[src/rtl/m_acc_pkg.sv]
// m_acc_pkg: shared types and helpers for the m_acc_mac multiply-accumulate block.
//   state_t  : batch controller states (IDLE, ACCUM, HOLD)
//   sat_max  : largest signed value representable in w bits
//   sat_min  : smallest signed value representable in w bits
package m_acc_pkg;

  typedef enum logic [1:0] {
    IDLE  = 2'd0,
    ACCUM = 2'd1,
    HOLD  = 2'd2
  } state_t;

  // Both helpers work in 64-bit space, which covers any accumulator up to
  // 64 bits. Callers truncate to their own width with a size cast.
  function automatic logic signed [63:0] sat_max(input int w);
    return (64'sd1 <<< (w - 1)) - 64'sd1;
  endfunction

  function automatic logic signed [63:0] sat_min(input int w);
    return -(64'sd1 <<< (w - 1));
  endfunction

endpackage

[src/rtl/m_acc_mac_if.sv]
// m_acc_mac_if: operand and result handshake bundle for m_acc_mac.
//   in_valid/in_ready : operand pair transfer (in_a, in_b signed DATA_W)
//   out_valid/out_ready : result transfer (out_acc signed ACC_W, out_ovf)
// Modports:
//   master : operand source / result sink (testbench or upstream logic)
//   slave  : the accumulator block
interface m_acc_mac_if #(
  parameter int DATA_W = 8,
  parameter int ACC_W  = 20
);

  logic                     in_valid;
  logic                     in_ready;
  logic signed [DATA_W-1:0] in_a;
  logic signed [DATA_W-1:0] in_b;
  logic                     out_valid;
  logic                     out_ready;
  logic signed [ACC_W-1:0]  out_acc;
  logic                     out_ovf;

  modport master (
    output in_valid, in_a, in_b, out_ready,
    input  in_ready, out_valid, out_acc, out_ovf
  );

  modport slave (
    input  in_valid, in_a, in_b, out_ready,
    output in_ready, out_valid, out_acc, out_ovf
  );

endinterface

[src/rtl/m_sat_add.sv]
// m_sat_add: combinational ACC_W-bit signed adder with optional saturation.
//   a, b : signed addends
//   sat  : 1 = clamp to the signed range on overflow, 0 = two's-complement wrap
//   sum  : signed result (clamped or wrapped)
//   ovf  : signed overflow of the raw a+b addition
module m_sat_add
  import m_acc_pkg::*;
#(
  parameter int ACC_W = 20
) (
  input  logic signed [ACC_W-1:0] a,
  input  logic signed [ACC_W-1:0] b,
  input  logic                    sat,
  output logic signed [ACC_W-1:0] sum,
  output logic                    ovf
);

  localparam logic signed [ACC_W-1:0] MAX_V = ACC_W'(sat_max(ACC_W));
  localparam logic signed [ACC_W-1:0] MIN_V = ACC_W'(sat_min(ACC_W));

  logic signed [ACC_W-1:0] raw;

  // Overflow can only push past the limit on the side of the operands' sign,
  // so the sign of either addend selects the rail.
  function automatic logic signed [ACC_W-1:0] clamp(input logic neg);
    return neg ? MIN_V : MAX_V;
  endfunction

  assign raw = a + b;

  // Overflow: both addends share a sign and the wrapped sum does not.
  assign ovf = (a[ACC_W-1] == b[ACC_W-1]) && (raw[ACC_W-1] != a[ACC_W-1]);

  assign sum = (ovf && sat) ? clamp(a[ACC_W-1]) : raw;

endmodule

[src/rtl/m_acc_mac.sv]
// m_acc_mac: signed multiply-accumulate over a programmable batch of N terms.
// Two pipeline stages (multiply, accumulate) sit between the operand
// handshake and the result handshake; the result is held until taken.
// Ports:
//   clk      : rising-edge clock
//   reset    : asynchronous active-low reset
//   bus      : m_acc_mac_if.slave (operand in_*, result out_*)
//   cfg_len  : terms per batch (0 behaves as 1), latched on the first beat
//   cfg_sat  : 1 = saturate, 0 = wrap; latched with cfg_len
//   clear    : synchronous flush of the whole batch
//   busy     : controller active or a product still in flight
module m_acc_mac
  import m_acc_pkg::*;
#(
  parameter int DATA_W = 8,
  parameter int ACC_W  = 20,
  parameter int LEN_W  = 8
) (
  input  logic             clk,
  input  logic             reset,
  m_acc_mac_if.slave       bus,
  input  logic [LEN_W-1:0] cfg_len,
  input  logic             cfg_sat,
  input  logic             clear,
  output logic             busy
);

  localparam int PROD_W = 2 * DATA_W;

  state_t state;
  state_t state_next;

  // Batch configuration and term bookkeeping.
  logic [LEN_W-1:0] len_q;
  logic             sat_q;
  logic [LEN_W-1:0] len_eff;
  logic [LEN_W-1:0] acc_cnt;   // beats accepted in this batch
  logic [LEN_W-1:0] sum_cnt;   // products folded into the accumulator
  logic [LEN_W-1:0] sum_cnt_next;

  logic accept;
  logic handshake;

  logic signed [PROD_W-1:0] prod_p1;
  logic                     vld_p1;

  logic signed [ACC_W-1:0]  acc_p2;
  logic                     ovf_p2;
  logic                     done_p2;

  logic signed [ACC_W-1:0]  prod_ext;
  logic signed [ACC_W-1:0]  add_lhs;
  logic signed [ACC_W-1:0]  add_sum;
  logic                     add_ovf;

  assign len_eff = (cfg_len == '0) ? LEN_W'(1) : cfg_len;

  // In IDLE the batch length is not latched yet, but every batch has at least
  // one term, so the first beat is always welcome. Gating with reset keeps
  // the handshake quiet while the block is held in reset.
  assign bus.in_ready = reset & ~clear &
                        ((state == IDLE) | ((state == ACCUM) & (acc_cnt < len_q)));

  assign accept    = bus.in_valid & bus.in_ready;
  assign handshake = (state == HOLD) & bus.out_ready;

  assign bus.out_acc = acc_p2;
  assign bus.out_ovf = ovf_p2;
  assign busy        = (state != IDLE) | vld_p1;

  // Controller state register.
  always_ff @(posedge clk or negedge reset) begin
    if (!reset) begin
      state <= IDLE;
    end else begin
      state <= state_next;
    end
  end

  // Next state and result-valid decode.
  always_comb begin
    state_next    = state;
    bus.out_valid = 1'b0;
    unique case (state)
      IDLE: begin
        if (accept) state_next = ACCUM;
      end
      ACCUM: begin
        // done_p2 marks that the last product is already in acc_p2.
        if (done_p2) state_next = HOLD;
      end
      HOLD: begin
        bus.out_valid = 1'b1;
        if (bus.out_ready) state_next = IDLE;
      end
      default: state_next = IDLE;
    endcase
    if (clear) state_next = IDLE;
  end

  // The first term of a batch replaces the accumulator instead of adding to
  // it, so nothing leaks from a previous batch. With a zero left operand the
  // adder cannot overflow because ACC_W >= 2*DATA_W.
  assign prod_ext     = ACC_W'(prod_p1);
  assign add_lhs      = (sum_cnt == '0) ? '0 : acc_p2;
  assign sum_cnt_next = sum_cnt + LEN_W'(1);

  m_sat_add #(
    .ACC_W (ACC_W)
  ) u_sat_add (
    .a   (add_lhs),
    .b   (prod_ext),
    .sat (sat_q),
    .sum (add_sum),
    .ovf (add_ovf)
  );

  always_ff @(posedge clk or negedge reset) begin
    if (!reset) begin
      len_q   <= '0;
      sat_q   <= 1'b0;
      acc_cnt <= '0;
      sum_cnt <= '0;
      prod_p1 <= '0;
      vld_p1  <= 1'b0;
      acc_p2  <= '0;
      ovf_p2  <= 1'b0;
      done_p2 <= 1'b0;
    end else if (clear) begin
      acc_cnt <= '0;
      sum_cnt <= '0;
      prod_p1 <= '0;
      vld_p1  <= 1'b0;
      acc_p2  <= '0;
      ovf_p2  <= 1'b0;
      done_p2 <= 1'b0;
    end else begin
      // ---- stage 1: multiply accepted operand pair ----
      vld_p1 <= accept;
      if (accept) begin
        prod_p1 <= PROD_W'(bus.in_a) * PROD_W'(bus.in_b);
        if (state == IDLE) begin
          len_q   <= len_eff;
          sat_q   <= cfg_sat;
          acc_cnt <= LEN_W'(1);
        end else begin
          acc_cnt <= acc_cnt + LEN_W'(1);
        end
      end

      // ---- stage 2: accumulate with overflow tracking ----
      done_p2 <= 1'b0;
      if (vld_p1) begin
        acc_p2  <= add_sum;
        ovf_p2  <= (sum_cnt == '0) ? add_ovf : (ovf_p2 | add_ovf);
        sum_cnt <= sum_cnt_next;
        done_p2 <= (sum_cnt_next == len_q);
      end

      // Result taken: start the next batch from a clean slate.
      if (handshake) begin
        acc_cnt <= '0;
        sum_cnt <= '0;
        acc_p2  <= '0;
        ovf_p2  <= 1'b0;
      end
    end
  end

endmodule

[src/flat_wrapper.sv]
// flat-port wrapper written by rule: the top's interface ports become plain ports
module m_acc_mac_flat import m_acc_pkg::*;
#(
  parameter int DATA_W = 8,
  parameter int ACC_W  = 20,
  parameter int LEN_W  = 8
)
  (clk, reset, cfg_len, cfg_sat, clear, busy, bus_in_valid, bus_in_a, bus_in_b, bus_out_ready, bus_in_ready, bus_out_valid, bus_out_acc, bus_out_ovf);
  m_acc_mac_if #(.DATA_W(DATA_W), .ACC_W(ACC_W)) bus_i ();
  input  logic clk;
  input  logic reset;
  input  logic [LEN_W-1:0] cfg_len;
  input  logic cfg_sat;
  input  logic clear;
  output logic busy;
  input wire logic [$bits(bus_i.in_valid)-1:0] bus_in_valid;
  input wire logic [$bits(bus_i.in_a)-1:0] bus_in_a;
  input wire logic [$bits(bus_i.in_b)-1:0] bus_in_b;
  input wire logic [$bits(bus_i.out_ready)-1:0] bus_out_ready;
  output wire logic [$bits(bus_i.in_ready)-1:0] bus_in_ready;
  output wire logic [$bits(bus_i.out_valid)-1:0] bus_out_valid;
  output wire logic [$bits(bus_i.out_acc)-1:0] bus_out_acc;
  output wire logic [$bits(bus_i.out_ovf)-1:0] bus_out_ovf;
  assign bus_i.in_valid = bus_in_valid;
  assign bus_i.in_a = bus_in_a;
  assign bus_i.in_b = bus_in_b;
  assign bus_i.out_ready = bus_out_ready;
  assign bus_in_ready = bus_i.in_ready;
  assign bus_out_valid = bus_i.out_valid;
  assign bus_out_acc = bus_i.out_acc;
  assign bus_out_ovf = bus_i.out_ovf;
  m_acc_mac #(.DATA_W(DATA_W), .ACC_W(ACC_W), .LEN_W(LEN_W)) u_core (.clk(clk), .reset(reset), .bus(bus_i), .cfg_len(cfg_len), .cfg_sat(cfg_sat), .clear(clear), .busy(busy));
endmodule
[config.mk]
export PLATFORM = sky130hd
export DESIGN_NAME = m_acc_mac_flat
export DESIGN_NICKNAME = d
export VERILOG_FILES = /design/src/rtl/m_acc_pkg.sv /design/src/rtl/m_acc_mac_if.sv /design/src/rtl/m_sat_add.sv /design/src/rtl/m_acc_mac.sv /design/src/flat_wrapper.sv
export SDC_FILE = /design/constraint.sdc
export NUM_CORES = 1
export LEC_CHECK = 0
export BUFFER_PORTS_ARGS = -buffer_cell sky130_fd_sc_hd__clkbuf_2
export CORE_MARGIN = 2
export CORE_UTILIZATION = 50
export DETAILED_ROUTE_END_ITERATION = 10
export GPL_TIMING_DRIVEN = 0
export HOLD_SLACK_MARGIN = 0.03
export PLACE_DENSITY = 0.68
export SLEW_MARGIN = 20
export SYNTH_ARGS = -nofsm -noshare
export SYNTH_HDL_FRONTEND = slang
export SYNTH_SLANG_ARGS = --single-unit
[constraint.sdc]
create_clock -name clk -period 4.1 [get_ports clk]
set_input_delay 0.205 -clock clk [delete_from_list [all_inputs] [get_ports clk]]
set_output_delay 0.205 -clock clk [all_outputs]
set_load 0.05 [all_outputs]
== Yosys cells after proc, flatten, opt, wreduce, memory -nomap -nowiden ==
Cells that the tools add are included.

* Flip-flop bits (word level): 66
* Output and inout port bits: 24

* Add/subtract/negate cells: 3
* Multiply operators: 1
* Order comparisons: 1
* Eq/ne operators: 8
* Mux-type cells: 29
* Bitwise gates (word level): 9
* Reduce and logical (&&, ||, !) cells: 11

{| class="wikitable"
|+ Operators by type and width
! operator !! number
|-
| 20-bit two-way mux || 6
|-
| 8-bit two-way mux || 8
|-
| 16-bit two-way mux || 2
|-
| 20-bit by 16-bit adder with 20-bit output || 1
|-
| 8-bit by 1-bit adder with 8-bit output, second input constant || 2
|-
| 8-bit zero test || 2
|-
| 8-bit by 8-bit multiplier with 16-bit output || 1
|-
| 8-bit == test || 1
|-
| 8-bit less-than comparator || 1
|-
| 1-bit two-way mux || 8
|-
| 2-bit two-way mux || 4
|-
| 3-bit by 2-bit != test with 1-bit output, second input constant || 2
|-
| 2-bit one-hot mux with 3 select lines || 1
|-
| 3-bit AND reduction || 2
|-
| 3-bit nonzero test || 2
|-
| 1-bit bitwise AND || 5
|-
| 2-bit nonzero test || 2
|-
| 3-bit != test, second input constant || 1
|-
| 1-bit OR || 3
|-
| 2-bit by 1-bit == test with 1-bit output, second input constant || 1
|-
| 2-bit == test, second input constant || 1
|-
| 1-bit logical AND || 2
|-
| 2-bit zero test || 1
|-
| 1-bit == test || 1
|-
| 2 further kinds || 2
|}

== Longest topological paths before layout ==
* Word-level depth: 10
* Gate-level depth with buffers: 18

== By module ==
A second synthesis with hierarchy kept.

* Cell total of the unflattened synthesis: 838
* Area, all modules: 7338.3 µm²

{| class="wikitable"
|+ By module, submodules not included
! module !! times used !! cells each !! area an instance (µm²) !! seq. area each (µm²)
|-
| m_acc_mac || 1 || 626 || 5889.4 || 1651.6
|-
| m_sat_add || 1 || 212 || 1448.9 || 0.0
|}

== Worst setup path after synthesis ==
OpenSTA, ideal clock, no wires.

* Kind: input -> register
* Start: input port bus_in_a[3]
* End: register u_core.prod_p1[14]
* Setup time: 83 ps
* Data arrival time: 3934 ps
* Setup slack: 83 ps
* Stages: 17
* Path buffers: 0
* Cell sequence: and2_1 -> fa_1 -> inv_1 -> fa_1 -> inv_1 -> fa_1 -> inv_1 -> fa_1 -> inv_1 -> ha_1 -> a21oi_1 -> nor2b_1 -> o21a_1 -> nor4_1 -> o41ai_1 -> xnor2_1 -> o21ai_0

* Cells in the longest elaborated chain, start to end: 3

{| class="wikitable"
|+ RTL lines
! element !! line !! RTL
|-
| from (decl) || flat_wrapper.sv:17 || <nowiki>input wire logic [$bits(bus_i.in_a)-1:0] bus_in_a;</nowiki>
|-
| 8-bit by 8-bit multiplier with 16-bit output || m_acc_mac.sv:141 || <nowiki>prod_p1 <= PROD_W'(bus.in_a) * PROD_W'(bus.in_b);</nowiki>
|-
| 16-bit two-way mux || m_acc_mac.sv:140 || <nowiki>if (accept) begin</nowiki>
|-
| 16-bit two-way mux || m_acc_mac.sv:129 || <nowiki>end else if (clear) begin</nowiki>
|-
| to (signal assigned) || m_acc_mac.sv:141 ||
|-
| to (decl) || m_acc_mac.sv:44 || <nowiki>logic signed [PROD_W-1:0] prod_p1;</nowiki>
|}

No other way between the ends. The select of a mux whose other input is x is not followed.
A chain may end at the register's enable or synchronous reset.

== Worst setup path in the final report ==
* Start: input port bus_in_a[4]
* End: register u_core.prod_p1[14]

The elaborated chain is that of the path after synthesis.

==> results.cfg <==
[run_status]
outcome = completed

[timing]
hold_violations = 0
setup_slack_ns = 0.158
slew_headroom = 0.604
fin_crit_ns = 3.94
hold_slack_ns = 0.0832
fin_skew_ns = 0.00773
setup_viol = 0
final.setup.tns_ns = 0
max_freq_mhz = 254
finalCritPeriodShare = 0.961
worst_slew_pin_slew_ns = 0.592
drv_slew = 0

[clock_tree]
cts_buffers = 9
clock_sinks = 66
clk_pin_slew_ns = 0.06
cts-root-buf = clkbuf_16
cts_tree = yes
clockBufferDepth = 2
htree_levels = 3
insertion_delay_ns = 0.34

[global_routing]
overflow = 0
grt_pass1_wl_microns = 26700
grtUsageTotal = 0.223
grt_pass1_vias = 5857
grt_max_degree = 40
antenna_found_initial = 0

[worst_setup_path]
worstPathRequired_ns = 4.31
cp-end-kind = flip-flop
crit_type = primary input to flip-flop
path_cells = buf_2 > and2_1 > ha_1 > fa_1 > ha_1 > inv_1 > fa_1 > inv_1 > ha_2 > fa_2 > a21o_1 > a21oi_2 > nor2b_1 > o21a_1 > nor4_4 > o41ai_2 > xnor2_1 > o21ai_1
critPathBufInv = 3
crit_path_max_incr_delay_ns = 0.54
crit_family = adder cells
arrival_ns = 4.15
cp_max_fo = 8
critPathLaunchType = primary input
critPathSlowestCell = fa_1

[drt]
antenna_left = 0
wl_microns = 15700
firstDrtPassIters = 5
drc = 0
vias = 5695
via_per_inst = 5.45
drt_first_iter_violations = 319
post_drt_wl_per_cell_microns = 15.0

[final_layout]
fin_cells = 1044
syn2layout_area_growth_pct = 16.0
nNetsFinal = 1003
nFillCells = 1232
final_common_cell = inv_1
final_cell_area_sq_um = 8050
fin_util = 0.587
drive_gt1_frac = 0.146
most-common-layout-cells = inv_1 (110), dfrtp_1 (65), and2_1 (64)
diodes = 0

[floorplanning]
dieHeight_microns = 122
core_area_sq_um = 13700
placement_rows = 43
die_area_sq_um = 14800
dieWidth_microns = 122
initial_core_util = 0.506
top_level_ports = 54

[yosys]
syn_inst = 784
synth_edf_count = 0
async_flop_share = 1.00
seq_area_frac_synth = 0.238
synth.distinct_cells = 61
ys_ff_latch = 66
avgSynthCellArea_sq_um = 8.85
synth_nets = 928
yosys_warnings = 0
syn_area_sq_um = 6940
synthFlopType = dfrtp_1

[power]
leakage_nw = 3.86
finalPower_mw = 3.73
ir_drop_mv = 0.304
powerDensity_nw_per_um2 = 463

[placement]
place_area_sq_um = 7450
portBuffers = 53
pre_cts_slack_ns = -0.417
hpwlAfterDp_microns = 12400
dp.cells = 1018
gp_congestion = 0.868

[flow_run]
cap_violations = 0

[hold_path]
min_path_type = primary input to flip-flop
==> cells by family after synthesis <==
| kind of cell | Yosys count | synth area share |
|---|---|---|
| AO/OA/AOI/OAI | 142 | 0.136 |
| XOR/XNOR | 47 | 0.0593 |
| buffers and inverters | 133 | 0.0753 |
| adder cells (fa/ha/maj) | 114 | 0.266 |
| multiplexers | 8 | 0.0121 |
| AND/OR/NAND/NOR | 274 | 0.214 |
| flip-flops | 66 | 0.238 |
==> synthesized netlist by cell type (all sizes together), types with 11 or more instances <==
master  number  area share
nor2        45       0.024
inv        111       0.060
clkbuf      18       0.013
nand2b      11      0.0099
o21ai       43       0.033
nor2b       13       0.012
nor3        20       0.014
nand2       56       0.030
nand3b      18       0.019
ha          58        0.10
dfrtp       66        0.24
and2        67       0.060
a21oi       42       0.031
xnor2       29       0.037
xor2        18       0.023
fa          56        0.16
==> area by class of cell <==
class / count / area (sq um) / area share
tap: 180 / 225 / 0.0280
sequential: 66 / 1650 / 0.205
clock inverter: 5 / 77.6 / 0.00964
buffer: 22 / 121 / 0.0151
clock buffer: 11 / 243 / 0.0302
multi-input combinational: 585 / 4920 / 0.612
inverter: 111 / 417 / 0.0518
timing repair buffer: 64 / 388 / 0.0482
==> sequential cells by signal, indices dropped and copies added (netlist names), 2 cells and up <==
signal,flops
u_core.sum_cnt,8
u_core.state,2
u_core.bus.out_acc,20
u_core.len_q,8
u_core.prod_p1,16
u_core.acc_cnt,8
==> what timing repair did <==
action	in CTS	in global routing
resized for setup	3	70
endpoints found under the setup margin	4	22
pin swaps	1	18
hold buffers	1	0
setup buffers	1	8
endpoints found under the hold margin	30	0
==> power breakdown <==
group	internal (mW)	switching [mW]	total, mW
registers	0.742	0.0814	0.824
clock network	0.547	0.287	0.834
logic	0.904	1.17	2.07
==> path summary, 6_finish.rpt <==
check	from	end	slack, ns	depth (start not counted)
min reg2reg	u_core.bus.out_acc[13]$_DFFE_PN0P_	u_core.bus.out_acc[13]$_DFFE_PN0P_	0.49	2
min	cfg_len[4]	u_core.len_q[4]$_DFFE_PN0P_	0.08	3
max reg2reg	u_core.sum_cnt[5]$_DFFE_PN0P_	u_core.bus.out_acc[10]$_DFFE_PN0P_	0.19	15
min in group asynchronous	reset	u_core.acc_cnt[5]$_DFFE_PN0P_	0.38	2
max	bus_in_a[4]	u_core.prod_p1[14]$_DFFE_PN0P_	0.16	18
max in group asynchronous	reset	u_core.sum_cnt[0]$_DFFE_PN0P_	3.15	3
==> worst reg2reg max path, delay by kind of cell (launching register included) <==
family,cells,cell delay [ns]
compound gates,3,0.77
fa+ha+maj,1,0.34
flops,1,0.36
simple gates,7,1.55
buf+inv,4,0.76
==> per-layer routing <==
layer  up-vias  track usage  part of all wire
met3        17       0.0314             0.031
met1      2821        0.292              0.45
met4         0       0.0546             0.012
li1       2753            -                 -
met5         -            0                 0
met2       104        0.390              0.51
(Power assumes the default switching activity.)
